File: config.mk
export PLATFORM = sky130hd
export DESIGN_NAME = seg_mux_display
export DESIGN_NICKNAME = d
export VERILOG_FILES = /design/src/rtl/seg_pkg.sv /design/src/rtl/seg_hex_decode.sv /design/src/rtl/seg_mux_display.sv
export SDC_FILE = /design/constraint.sdc
export NUM_CORES = 1
export LEC_CHECK = 0
export BUFFER_PORTS_ARGS = -buffer_cell sky130_fd_sc_hd__buf_4
export CORE_ASPECT_RATIO = 1.5
export CORE_MARGIN = 2
export CORE_UTILIZATION = 27
export DETAILED_ROUTE_END_ITERATION = 7
export GPL_TIMING_DRIVEN = 0
export PLACE_DENSITY = 0.39
export SLEW_MARGIN = 20
export SYNTH_ARGS = -nofsm -noshare
export SYNTH_HDL_FRONTEND = slang
export SYNTH_HIERARCHICAL = 1
export SYNTH_SLANG_ARGS = --single-unit
File: constraint.sdc
create_clock -name clk -period 3.45 [get_ports clk]
set_clock_uncertainty 0.15 [all_clocks]
set_input_delay 0.1725 -clock clk [delete_from_list [all_inputs] [get_ports clk]]
set_output_delay 0.1725 -clock clk [all_outputs]
set_load 0.05 [all_outputs]
File: src/rtl/seg_pkg.sv
// seg_pkg: shared constants for the seven-segment display slice.
//   - Segment bit positions inside the 8-bit segment bus (a..g, dp).
//   - SEG_OFF: all segments dark on an active-low bus.
//   - Active-high a..g glyphs for hex digits 0-9, A, b, C, d, E, F.
package seg_pkg;

    localparam int SEG_A  = 0;
    localparam int SEG_B  = 1;
    localparam int SEG_C  = 2;
    localparam int SEG_D  = 3;
    localparam int SEG_E  = 4;
    localparam int SEG_F  = 5;
    localparam int SEG_G  = 6;
    localparam int SEG_DP = 7;

    localparam logic [7:0] SEG_OFF = 8'hFF;

    // Glyphs are active-high, bit 0 = segment a ... bit 6 = segment g.
    localparam logic [6:0] GLYPH_0 = 7'h3F;
    localparam logic [6:0] GLYPH_1 = 7'h06;
    localparam logic [6:0] GLYPH_2 = 7'h5B;
    localparam logic [6:0] GLYPH_3 = 7'h4F;
    localparam logic [6:0] GLYPH_4 = 7'h66;
    localparam logic [6:0] GLYPH_5 = 7'h6D;
    localparam logic [6:0] GLYPH_6 = 7'h7D;
    localparam logic [6:0] GLYPH_7 = 7'h07;
    localparam logic [6:0] GLYPH_8 = 7'h7F;
    localparam logic [6:0] GLYPH_9 = 7'h6F;
    localparam logic [6:0] GLYPH_A = 7'h77;
    localparam logic [6:0] GLYPH_B = 7'h7C;
    localparam logic [6:0] GLYPH_C = 7'h39;
    localparam logic [6:0] GLYPH_D = 7'h5E;
    localparam logic [6:0] GLYPH_E = 7'h79;
    localparam logic [6:0] GLYPH_F = 7'h71;

endpackage

File: src/rtl/seg_hex_decode.sv
// seg_hex_decode: combinational nibble-to-glyph decoder.
//   nibble : input  [3:0]  hex value to show
//   glyph  : output [6:0]  active-high segments, bit 0 = a ... bit 6 = g
module seg_hex_decode
    import seg_pkg::*;
(
    input  logic [3:0] nibble,
    output logic [6:0] glyph
);

    always_comb begin
        glyph = GLYPH_0;
        case (nibble)
            4'h0: glyph = GLYPH_0;
            4'h1: glyph = GLYPH_1;
            4'h2: glyph = GLYPH_2;
            4'h3: glyph = GLYPH_3;
            4'h4: glyph = GLYPH_4;
            4'h5: glyph = GLYPH_5;
            4'h6: glyph = GLYPH_6;
            4'h7: glyph = GLYPH_7;
            4'h8: glyph = GLYPH_8;
            4'h9: glyph = GLYPH_9;
            4'hA: glyph = GLYPH_A;
            4'hB: glyph = GLYPH_B;
            4'hC: glyph = GLYPH_C;
            4'hD: glyph = GLYPH_D;
            4'hE: glyph = GLYPH_E;
            4'hF: glyph = GLYPH_F;
            default: glyph = GLYPH_0;
        endcase
    end

endmodule

File: src/rtl/seg_mux_display.sv
// seg_mux_display: time-multiplexed driver for DIGITS seven-segment digits.
//
// Ports:
//   clk, rst    : clock and synchronous active-high reset
//   values      : one hex nibble per digit, digit 0 rightmost (values[3:0])
//   dp, blank   : per-digit decimal point enable / force-dark
//   update      : one-cycle strobe; captures values/dp/blank into the shadow
//                 register. There is no ready: every strobe is accepted, and
//                 a newer strobe before the frame wrap replaces the older one.
//   io_sel      : registered digit select, active-low
//   io_seg      : registered segments, active-low, bit 0..6 = a..g, bit 7 = dp
//   frame_done  : one-cycle pulse in the cycle after the index wraps to 0
//
// Parameters: DIGITS (1..8), DIV_BITS (>= 1, dwell = 2^DIV_BITS cycles).
//
// Build option: define SEG_LZ_SUPPRESS_EN to blank leading-zero digits
// (segments a-g off, dp still shown, digit 0 never blanked).
module seg_mux_display
    import seg_pkg::*;
#(
    parameter int DIGITS   = 4,
    parameter int DIV_BITS = 16
) (
    input  logic                  clk,
    input  logic                  rst,
    input  logic [4*DIGITS-1:0]   values,
    input  logic [DIGITS-1:0]     dp,
    input  logic [DIGITS-1:0]     blank,
    input  logic                  update,
    output logic [DIGITS-1:0]     io_sel,
    output logic [7:0]            io_seg,
    output logic                  frame_done
);

    localparam int IDX_W = (DIGITS > 1) ? $clog2(DIGITS) : 1;
    localparam logic [IDX_W-1:0]    LAST_IDX = IDX_W'(DIGITS - 1);
    localparam logic [DIV_BITS-1:0] CNT_MAX  = '1;

    logic [DIV_BITS-1:0] cnt_q, cnt_d;
    logic [IDX_W-1:0]    idx_q, idx_d;
    logic                tick, wrap;

    logic [4*DIGITS-1:0] shadow_val_q, shadow_val_d;
    logic [DIGITS-1:0]   shadow_dp_q, shadow_dp_d;
    logic [DIGITS-1:0]   shadow_blank_q, shadow_blank_d;
    logic                pending_q, pending_d;

    logic [4*DIGITS-1:0] act_val_q, act_val_d;
    logic [DIGITS-1:0]   act_dp_q, act_dp_d;
    logic [DIGITS-1:0]   act_blank_q, act_blank_d;

    logic [DIGITS-1:0]   io_sel_q, io_sel_d;
    logic [7:0]          io_seg_q, io_seg_d;
    logic                frame_done_q, frame_done_d;

    logic [3:0]          sel_nib;
    logic                sel_dp, sel_blank, sel_lz;
    logic [6:0]          glyph;

    // Prescaler and digit index.
    always_comb begin
        tick  = (cnt_q == CNT_MAX);
        wrap  = tick && (idx_q == LAST_IDX);
        cnt_d = cnt_q + DIV_BITS'(1);
        idx_d = idx_q;
        if (tick) begin
            idx_d = wrap ? '0 : idx_q + IDX_W'(1);
        end
        frame_done_d = wrap;
    end

    // Shadow / active frame buffering. The active register only changes on
    // the wrapping tick, so a frame is always drawn from one data set.
    always_comb begin
        shadow_val_d   = shadow_val_q;
        shadow_dp_d    = shadow_dp_q;
        shadow_blank_d = shadow_blank_q;
        pending_d      = pending_q;
        act_val_d      = act_val_q;
        act_dp_d       = act_dp_q;
        act_blank_d    = act_blank_q;
        if (wrap && update) begin
            // Fresh inputs win over anything still waiting in the shadow.
            act_val_d   = values;
            act_dp_d    = dp;
            act_blank_d = blank;
            pending_d   = 1'b0;
        end else if (wrap && pending_q) begin
            act_val_d   = shadow_val_q;
            act_dp_d    = shadow_dp_q;
            act_blank_d = shadow_blank_q;
            pending_d   = 1'b0;
        end else if (update) begin
            shadow_val_d   = values;
            shadow_dp_d    = dp;
            shadow_blank_d = blank;
            pending_d      = 1'b1;
        end
    end

`ifdef SEG_LZ_SUPPRESS_EN
    logic [DIGITS-1:0] lz_mask;

    // lz_mask[i] is set when digit i and every more-significant digit are 0.
    always_comb begin
        logic run_zero;
        run_zero = 1'b1;
        lz_mask  = '0;
        for (int i = DIGITS - 1; i >= 0; i--) begin
            run_zero = run_zero && (act_val_q[4*i +: 4] == 4'h0);
            if (i > 0) begin
                lz_mask[i] = run_zero;
            end
        end
    end
`endif

    // Select the current digit's data from the active register.
    always_comb begin
        sel_nib   = 4'h0;
        sel_dp    = 1'b0;
        sel_blank = 1'b0;
        sel_lz    = 1'b0;
        for (int i = 0; i < DIGITS; i++) begin
            if (idx_q == IDX_W'(i)) begin
                sel_nib   = act_val_q[4*i +: 4];
                sel_dp    = act_dp_q[i];
                sel_blank = act_blank_q[i];
`ifdef SEG_LZ_SUPPRESS_EN
                sel_lz    = lz_mask[i];
`endif
            end
        end
    end

    seg_hex_decode u_hex_decode (
        .nibble (sel_nib),
        .glyph  (glyph)
    );

    // Output register inputs. cnt_q == 0 marks the first cycle after an
    // index change; all digits are deselected then to avoid ghosting.
    always_comb begin
        io_sel_d = '1;
        if (cnt_q != '0) begin
            for (int i = 0; i < DIGITS; i++) begin
                if (idx_q == IDX_W'(i)) begin
                    io_sel_d[i] = 1'b0;
                end
            end
        end

        io_seg_d = SEG_OFF;
        if (!sel_blank) begin
            io_seg_d[SEG_DP] = ~sel_dp;
            if (!sel_lz) begin
                io_seg_d[SEG_G:SEG_A] = ~glyph;
            end
        end
    end

    always_ff @(posedge clk) begin
        if (rst) begin
            cnt_q          <= '0;
            idx_q          <= '0;
            shadow_val_q   <= '0;
            shadow_dp_q    <= '0;
            shadow_blank_q <= '0;
            pending_q      <= 1'b0;
            act_val_q      <= '0;
            act_dp_q       <= '0;
            act_blank_q    <= '0;
            io_sel_q       <= '1;
            io_seg_q       <= SEG_OFF;
            frame_done_q   <= 1'b0;
        end else begin
            cnt_q          <= cnt_d;
            idx_q          <= idx_d;
            shadow_val_q   <= shadow_val_d;
            shadow_dp_q    <= shadow_dp_d;
            shadow_blank_q <= shadow_blank_d;
            pending_q      <= pending_d;
            act_val_q      <= act_val_d;
            act_dp_q       <= act_dp_d;
            act_blank_q    <= act_blank_d;
            io_sel_q       <= io_sel_d;
            io_seg_q       <= io_seg_d;
            frame_done_q   <= frame_done_d;
        end
    end

    assign io_sel     = io_sel_q;
    assign io_seg     = io_seg_q;
    assign frame_done = frame_done_q;

endmodule

==> impl_metrics.py, run 1 <==
metrics = {
    "run_status": {
        "status": "finished, final reports clean",
    },
    "worst_setup_path": {
        "crit_path_start_kind": "flop",
        "cp-end-kind": "flop",
        "worst-path-max-fanout": 10,
        "timing.setup.critical_path_class": "reg -> reg",
        "worst_ep_arrival_time_ns": 3.26,
        "worstPathRequired_ns": 3.58,
    },
    "routing": {
        "detailroute.wirelength.met2_um": 4720,
        "drcViolationCount": 0,
        "routed-via-count": 2950,
        "via_per_inst": 4.69,
        "drt_pass1_iterations": 4,
        "met3_length_um": 197,
        "route.final.wire_length_um": 9390,
        "routed_length_per_placed_instance_um": 14.9,
        "antenna_violating_nets_left": 0,
        "top_layer_used": "met4",
        "routedLengthMet1_um": 4310,
        "drtIter0Drc": 131,
    },
    "placed_design": {
        "placedInstanceArea_um2": 4090,
        "dp_slack_ns": 0.219,
        "dp.cells": 589,
        "port_buffers": 39,
        "routabilityCongestion": 0.720,
        "place.detailed.hpwl_um": 6810,
    },
    "global_routing": {
        "grt_start_max_net_pins": 14,
        "antenna_found_initial": 0,
        "grt_pass1_wl_um": 15500,
        "track_usage_pct": 13.8,
        "globalRouteOverflowTotal": 0,
        "via_count_of_the_first_global_routing_pass": 2963,
    },
    "floorplanning": {
        "initial_util_pct": 27.6,
        "die_h_um": 145,
        "floorplan.rows": 51,
        "die_width_um": 98.2,
        "coreArea_um2": 13000,
        "design.portCount": 40,
        "design.die.area_um2": 14300,
    },
    "yosys": {
        "synth_cell_types": 43,
        "synth_seq_cells": 80,
        "yosysTopAreaCellShare_pct": 44.6,
        "ys_top_cells_by_area": "dfxtp_1, mux2i_1, o2bb2ai_1",
        "share_of_the_yosys_chip_area_belonging_to_registers_pct": 44.6,
        "synthesis.yosys.warnings": 6,
        "mappedNetlistNets": 430,
        "synth_largest_area_cell": "dfxtp_1",
        "synth_edf_count": 0,
        "post_synth_instance_area_um2": 3590,
        "async_s_r_ff_share_synth_pct": 0,
        "yosys_most_used_dff": "dfxtp_1",
        "synth.avg_cell_area_um2": 9.21,
        "post_synth_inst_count": 390,
    },
    "timing": {
        "layout_worst_path_cycle_share_pct": 90.9,
        "holdWs_ns": 0.0989,
        "final_hold_viol_count": 0,
        "fmax_ghz": 0.319,
        "final_critical_path_time_including_i_o_delays_and_setup_ns": 3.14,
        "final_max_slew_viol_count": 0,
        "timing.final.ws_setup_ns": 0.315,
        "setup_violators_final": 0,
        "unrepaired_setup_endpoints_after_global_routing": "no",
        "timing.setup.tns_ns": 0,
        "worst_max_slew_pin_slew_ns": 0.724,
        "timing.max_slew.rel_slack_pct": 51.6,
    },
    "pwr": {
        "combinationalPowerShare_pct": 8.7,
        "total_power_mw": 2.11,
        "power_leakage_nw": 1.80,
        "max-vdd-ir-drop_mv": 0.159,
        "switching_power_mw": 0.493,
        "powerDensity_nw_per_um2": 454,
        "internal_power_mw": 1.61,
        "sequentialPowerShare_pct": 45.7,
        "pwr-share-clk_pct": 45.6,
        "netSwitchingFraction_pct": 23.4,
    },
    "cts": {
        "cts_sinks": 80,
        "cts_buffers": 9,
        "clk_path_buf_depth": 2,
        "cts_max_level": 3,
        "cts_tree": "built",
        "insertion_delay_ns": 0.34,
        "root_buffer": "clkbuf_16",
        "clkTransAtPathRegs_ns": 0.06,
    },
    "layout": {
        "post-route-util_pct": 35.6,
        "design.final.nets": 506,
        "leading_cell_type_in_the_layout_fill_and_taps_excluded": "dfxtp_1",
        "antenna-diode-count": 0,
        "layout.filler_cells": 1370,
        "layout_common_cells": "dfxtp_1, nor2_1, buf_4",
        "flow.area_growth_from_synthesis_pct": 29.0,
        "fin_cells": 629,
        "design_area_um2": 4640,
        "post_route_cells_drive_above_1_share_pct": 15.7,
    },
    "job": {
        "max-cap-violations": 0,
    },
    "min_path": {
        "min-delay-path-class": "in -> reg",
    },
}
cells by family after synthesis:
family / count (synthesis) / synth area share (%)
AO/OA/AOI/OAI: 80 / 15.8
XOR/XNOR: 12 / 2.92
adder cells (fa/ha/maj): 13 / 4.53
buffers and inverters: 39 / 5.05
flip-flops: 80 / 44.6
multiplexers: 32 / 9.37
AND/OR/NAND/NOR: 134 / 17.7
final timing paths:
kind                      start             to  slack, ns  depth (start not counted)
hold / removal           update      pending_q        0.1                          3
setup reg to reg       idx_q[1]      io_seg[3]       0.31                         11
setup / recovery       idx_q[1]      io_seg[3]       0.31                         11
hold reg to reg   act_val_q[14]  act_val_q[14]       0.31                          1
sequential cells by signal, indices dropped and copies added, names as in the netlist:
name / count
act_blank_q: 4
act_dp_q: 4
act_val_q: 16
cnt_q: 16
frame_done: 1
idx_q: 2
io_seg: 8
io_sel: 4
pending_q: 1
shadow_blank_q: 4
shadow_dp_q: 4
shadow_val_q: 16
power groups by stage:
stage               logic (mW)  clock network, mW  registers, mW
floorplan               0.0806                  0          0.998
global placement         0.162                  0          0.983
detailed placement       0.164                  0          0.983
CTS                      0.187              0.988          0.963
global route             0.202               1.02          0.966
finish                   0.183              0.960          0.963
cell usage after synthesis, types with 2 or more instances:
cell type	instances
dfxtp_1	80
nor2_1	55
nand2_1	36
mux2i_1	28
a21oi_1	27
o2bb2ai_1	24
a22oi_1	15
clkbuf_1	14
ha_1	13
inv_1	13
nor4_1	8
o21ai_0	7
nand3_1	6
xnor2_1	6
xor2_1	6
buf_2	5
nand4_1	5
nand2b_1	4
nand3b_1	4
nor2b_1	4
buf_6	3
mux2_2	3
nor3_1	3
buf_1	2
what timing repair did:
action / CTS / global route
setup buffers: 0 / 0
endpoints found under the hold margin: 35 / 0
resized for setup: 0 / 1
setup endpoints to repair: 0 / 3
hold buffers: 25 / 0
critical path, cell delays in order, from the launching register on:
cell and delay [ns]:
dfxtp_1 0.37, inv_1 0.08, ha_1 0.23, clkbuf_1 0.24, nand3b_1 0.22, a21oi_1 0.18
a21oi_1 0.07, o21ai_0 0.47, inv_1 0.19, ha_1 0.35, mux4_2 0.45, nand2_1 0.07
metal layers:
layer	up-vias	global-route usage, %
met5	-	0
met1	1382	17.0
li1	1517	-
met4	0	5.14
met2	41	23.4
met3	10	2.89
area by class of cell:
type                            count  area (um^2)  area share [%]
Clock inverter                      4         53.8            1.16
Inverter                           14         55.1            1.19
Timing Repair Buffer               65          548            11.8
Multi-Input combinational cell    271         1810            39.0
Clock buffer                       11          243            5.23
Buffer                             25          126            2.73
Tap cell                          159          199            4.29
Sequential cell                    80         1600            34.5
No activity file was read; power rests on OpenSTA's default activity.
==> run 2: changes to the inputs <==
--- a/config.mk
+++ b/config.mk
@@ -5,6 +5,7 @@
 export SDC_FILE = /design/constraint.sdc
 export NUM_CORES = 1
 export LEC_CHECK = 0
+export ABC_AREA = 1
 export BUFFER_PORTS_ARGS = -buffer_cell sky130_fd_sc_hd__buf_4
 export CORE_ASPECT_RATIO = 1.5
 export CORE_MARGIN = 2
@@ -12,6 +13,7 @@
 export DETAILED_ROUTE_END_ITERATION = 7
 export GPL_TIMING_DRIVEN = 0
 export PLACE_DENSITY = 0.39
+export SKIP_LAST_GASP = 1
 export SLEW_MARGIN = 20
 export SYNTH_ARGS = -nofsm -noshare
 export SYNTH_HDL_FRONTEND = slang
==> run 2 against run 1 <==
Net effect:
- critical path depth increased by 4
- critical path type unchanged
- global-route usage is 0.45 points higher
- largest cell class unchanged
- synthesized area up 19%
- die area increased by 18%
- sequential power barely moved
- final cell count rose by 41%
- non-clock buffer count is 20 lower
==> impl_metrics.py, run 2 <==
metrics = {
    "yosys": {
        "ys_top_cells_by_area": "dfxtp_1, nand2_1, inv_1",
        "post_synth_inst_count": 631,
        "async_s_r_ff_share_synth_pct": 0,
        "synth_largest_area_cell": "dfxtp_1",
        "post_synth_instance_area_um2": 4270,
        "share_of_the_yosys_chip_area_belonging_to_registers_pct": 37.5,
        "synth_edf_count": 0,
        "synth.most_common_cell": "nand2_1",
        "synth.avg_cell_area_um2": 6.77,
        "synthesis.yosys.warnings": 6,
        "synth_seq_cells": 80,
        "synth_cell_types": 32,
        "yosysTopAreaCellShare_pct": 37.5,
        "yosys_most_used_dff": "dfxtp_1",
        "mappedNetlistNets": 671,
        "synth.cells.most_frequent": "nand2_1, inv_1, dfxtp_1, nor2_1, nand3_1",
    },
    "routing": {
        "drt_pass1_iterations": 4,
        "via_per_inst": 4.22,
        "drcViolationCount": 0,
        "route.final.wire_length_um": 11100,
        "antenna_violating_nets_left": 0,
        "routed-via-count": 3757,
        "drtIter0Drc": 115,
        "routed_length_per_placed_instance_um": 12.5,
    },
    "pwr": {
        "netSwitchingFraction_pct": 23.5,
        "power_leakage_nw": 2.39,
        "pwr-share-clk_pct": 45.6,
        "max-vdd-ir-drop_mv": 0.218,
        "internal_power_mw": 1.62,
        "combinationalPowerShare_pct": 8.9,
        "sequentialPowerShare_pct": 45.5,
        "total_power_mw": 2.12,
        "powerDensity_nw_per_um2": 414,
        "switching_power_mw": 0.498,
    },
    "global_routing": {
        "via_count_of_the_first_global_routing_pass": 3685,
        "grt_start_max_net_pins": 13,
        "track_usage_pct": 14.2,
        "grt_pass1_wl_um": 18600,
        "globalRouteOverflowTotal": 0,
        "antenna_found_initial": 0,
    },
    "timing": {
        "worst_max_slew_pin_slew_ns": 0.764,
        "setup_violators_final": 0,
        "timing.max_slew.rel_slack_pct": 49.1,
        "layout_worst_path_cycle_share_pct": 87.3,
        "unrepaired_setup_endpoints_after_global_routing": "no",
        "final_critical_path_time_including_i_o_delays_and_setup_ns": 3.01,
        "fmax_ghz": 0.332,
        "final_hold_viol_count": 0,
        "timing.setup.tns_ns": 0,
        "final_max_slew_viol_count": 0,
    },
    "layout": {
        "biggestRegsByFlops": "act_val_q: 16 flops, cnt_q: 16 flops, shadow_val_q: 16 flops",
        "fin_cells": 890,
        "flow.area_growth_from_synthesis_pct": 20.1,
        "layout_common_cells": "nand2_1, inv_1, dfxtp_1",
        "design.final.nets": 722,
        "post-route-util_pct": 33.0,
        "leading_cell_type_in_the_layout_fill_and_taps_excluded": "nand2_1",
        "post_route_cells_drive_above_1_share_pct": 16.2,
        "antenna-diode-count": 0,
    },
    "worst_setup_path": {
        "crit_start": "idx_q[1]",
        "worst_ep_arrival_time_ns": 3.05,
        "worst-path-max-fanout": 10,
        "worstPathRequired_ns": 3.49,
        "worstReg2RegStart": "idx_q[1]",
        "timing.setup.critical_path_class": "reg -> reg",
        "crit_path_start_kind": "flop",
        "cp-end-kind": "flop",
    },
    "placed_design": {
        "port_buffers": 39,
        "dp.cells": 873,
        "place.detailed.hpwl_um": 8720,
        "routabilityCongestion": 0.784,
    },
    "cts": {
        "cts_max_level": 3,
        "clkTransAtPathRegs_ns": 0.06,
        "insertion_delay_ns": 0.33,
        "number_of_setup_buffers_added_after_cts": 0,
        "cts_resized": 0,
        "root_buffer": "clkbuf_16",
        "cts_sinks": 80,
        "cts_buffers": 9,
        "clk_path_buf_depth": 2,
        "cts_tree": "built",
    },
    "min_path": {
        "min-delay-path-class": "in -> reg",
        "min-delay-start": "blank[1]",
    },
    "floorplanning": {
        "coreArea_um2": 15600,
        "floorplan.rows": 56,
        "die_width_um": 107,
        "die_h_um": 158,
        "design.die.area_um2": 16900,
        "design.portCount": 40,
        "initial_util_pct": 27.5,
    },
    "run_status": {
        "status": "finished, final reports clean",
    },
    "job": {
        "max-cap-violations": 0,
    },
}
run 2: cell types whose count changed in the layout (fill, tap and decap cells not counted), sizes merged, moves of 24 or more:
cell	delta
a21oi	+36
dlygate4sd3	-24
inv	+82
mux2i	-28
nand2	+177
nand3	+37
o2bb2ai	-24
run 2: logic make-up after synthesis:
logic type,count (synthesis),synth area share [%]
DFF,80,37.5
xor gates and xnor gates,2,0.410
AOI/OAI and AO/OA,89,13.4
and+or+nand+nor,318,31.6
adders and majority gates,13,3.81
buffers and inverters,129,13.3
run 2: per-layer routing:
layer / GRT usage (%) / wire length, um / vias to the layer above / share of wire [%]
li1: - / - / 2038 / -
met5: 0 / 0 / - / 0
met3: 2.35 / 246 / 6 / 2.2
met4: 4.27 / 121 / 0 / 1.1
met1: 16.1 / 4860 / 1670 / 44
met2: 26.9 / 5920 / 43 / 53
run 2: worst paths after layout:
| kind | cells past startpoint | slack [ns] | endpoint |
|---|---|---|---|
| max | 15 | 0.44 | io_seg[3] |
| min | 5 | 0.02 | shadow_blank_q[1] |
| max reg2reg | 15 | 0.44 | io_seg[3] |
| min reg2reg | 1 | 0.31 | cnt_q[0] |
run 2: cell type report:
cell class,count,area (um^2)
fill,1781,10400
multi-input combinational,422,2100
sequential,80,1600
inverter,99,373
timing repair buffer,40,303
clock buffer,13,260
tap,203,254
buffer,30,195
clock inverter,3,40.0
run 2: per-stage QoR:
stage	instance area [um^2]	setup WS, ns	hold slack [ns]
floorplan	4270	1.06	0.163
finish	5130	0.437	0.0200
detailed placement	4820	0.414	0.303
global route	5130	0.184	0.0206
CTS	5130	0.410	0.00637
global placement	4820	0.481	0.293
run 2: critical path, stage by stage, from the launching register on:
cell	delay (ns)
dfxtp_1	0.36
inv_1	0.09
ha_1	0.22
inv_1	0.10
clkbuf_1	0.31
nand3_1	0.18
o21ai_0	0.12
nand2_1	0.07
a22oi_1	0.39
inv_1	0.21
ha_1	0.32
nand2_1	0.06
o21ai_0	0.10
nand2_1	0.07
nand2_1	0.06
nand2_1	0.05
run 2: timing repair:
action	4_1_cts	5_1_grt
hold endpoints to repair	1	0
hold buffers	1	0
setup endpoints to repair	0	0
run 2: power groups by stage:
stage	logic (mW)	clock network, mW	registers (mW)
2_1_floorplan	0.109	0	1.00
3_3_place_gp	0.189	0	0.986
3_5_place_dp	0.191	0	0.987
4_1_cts	0.192	1.01	0.966
5_1_grt	0.214	1.05	0.969
6_report	0.188	0.967	0.966
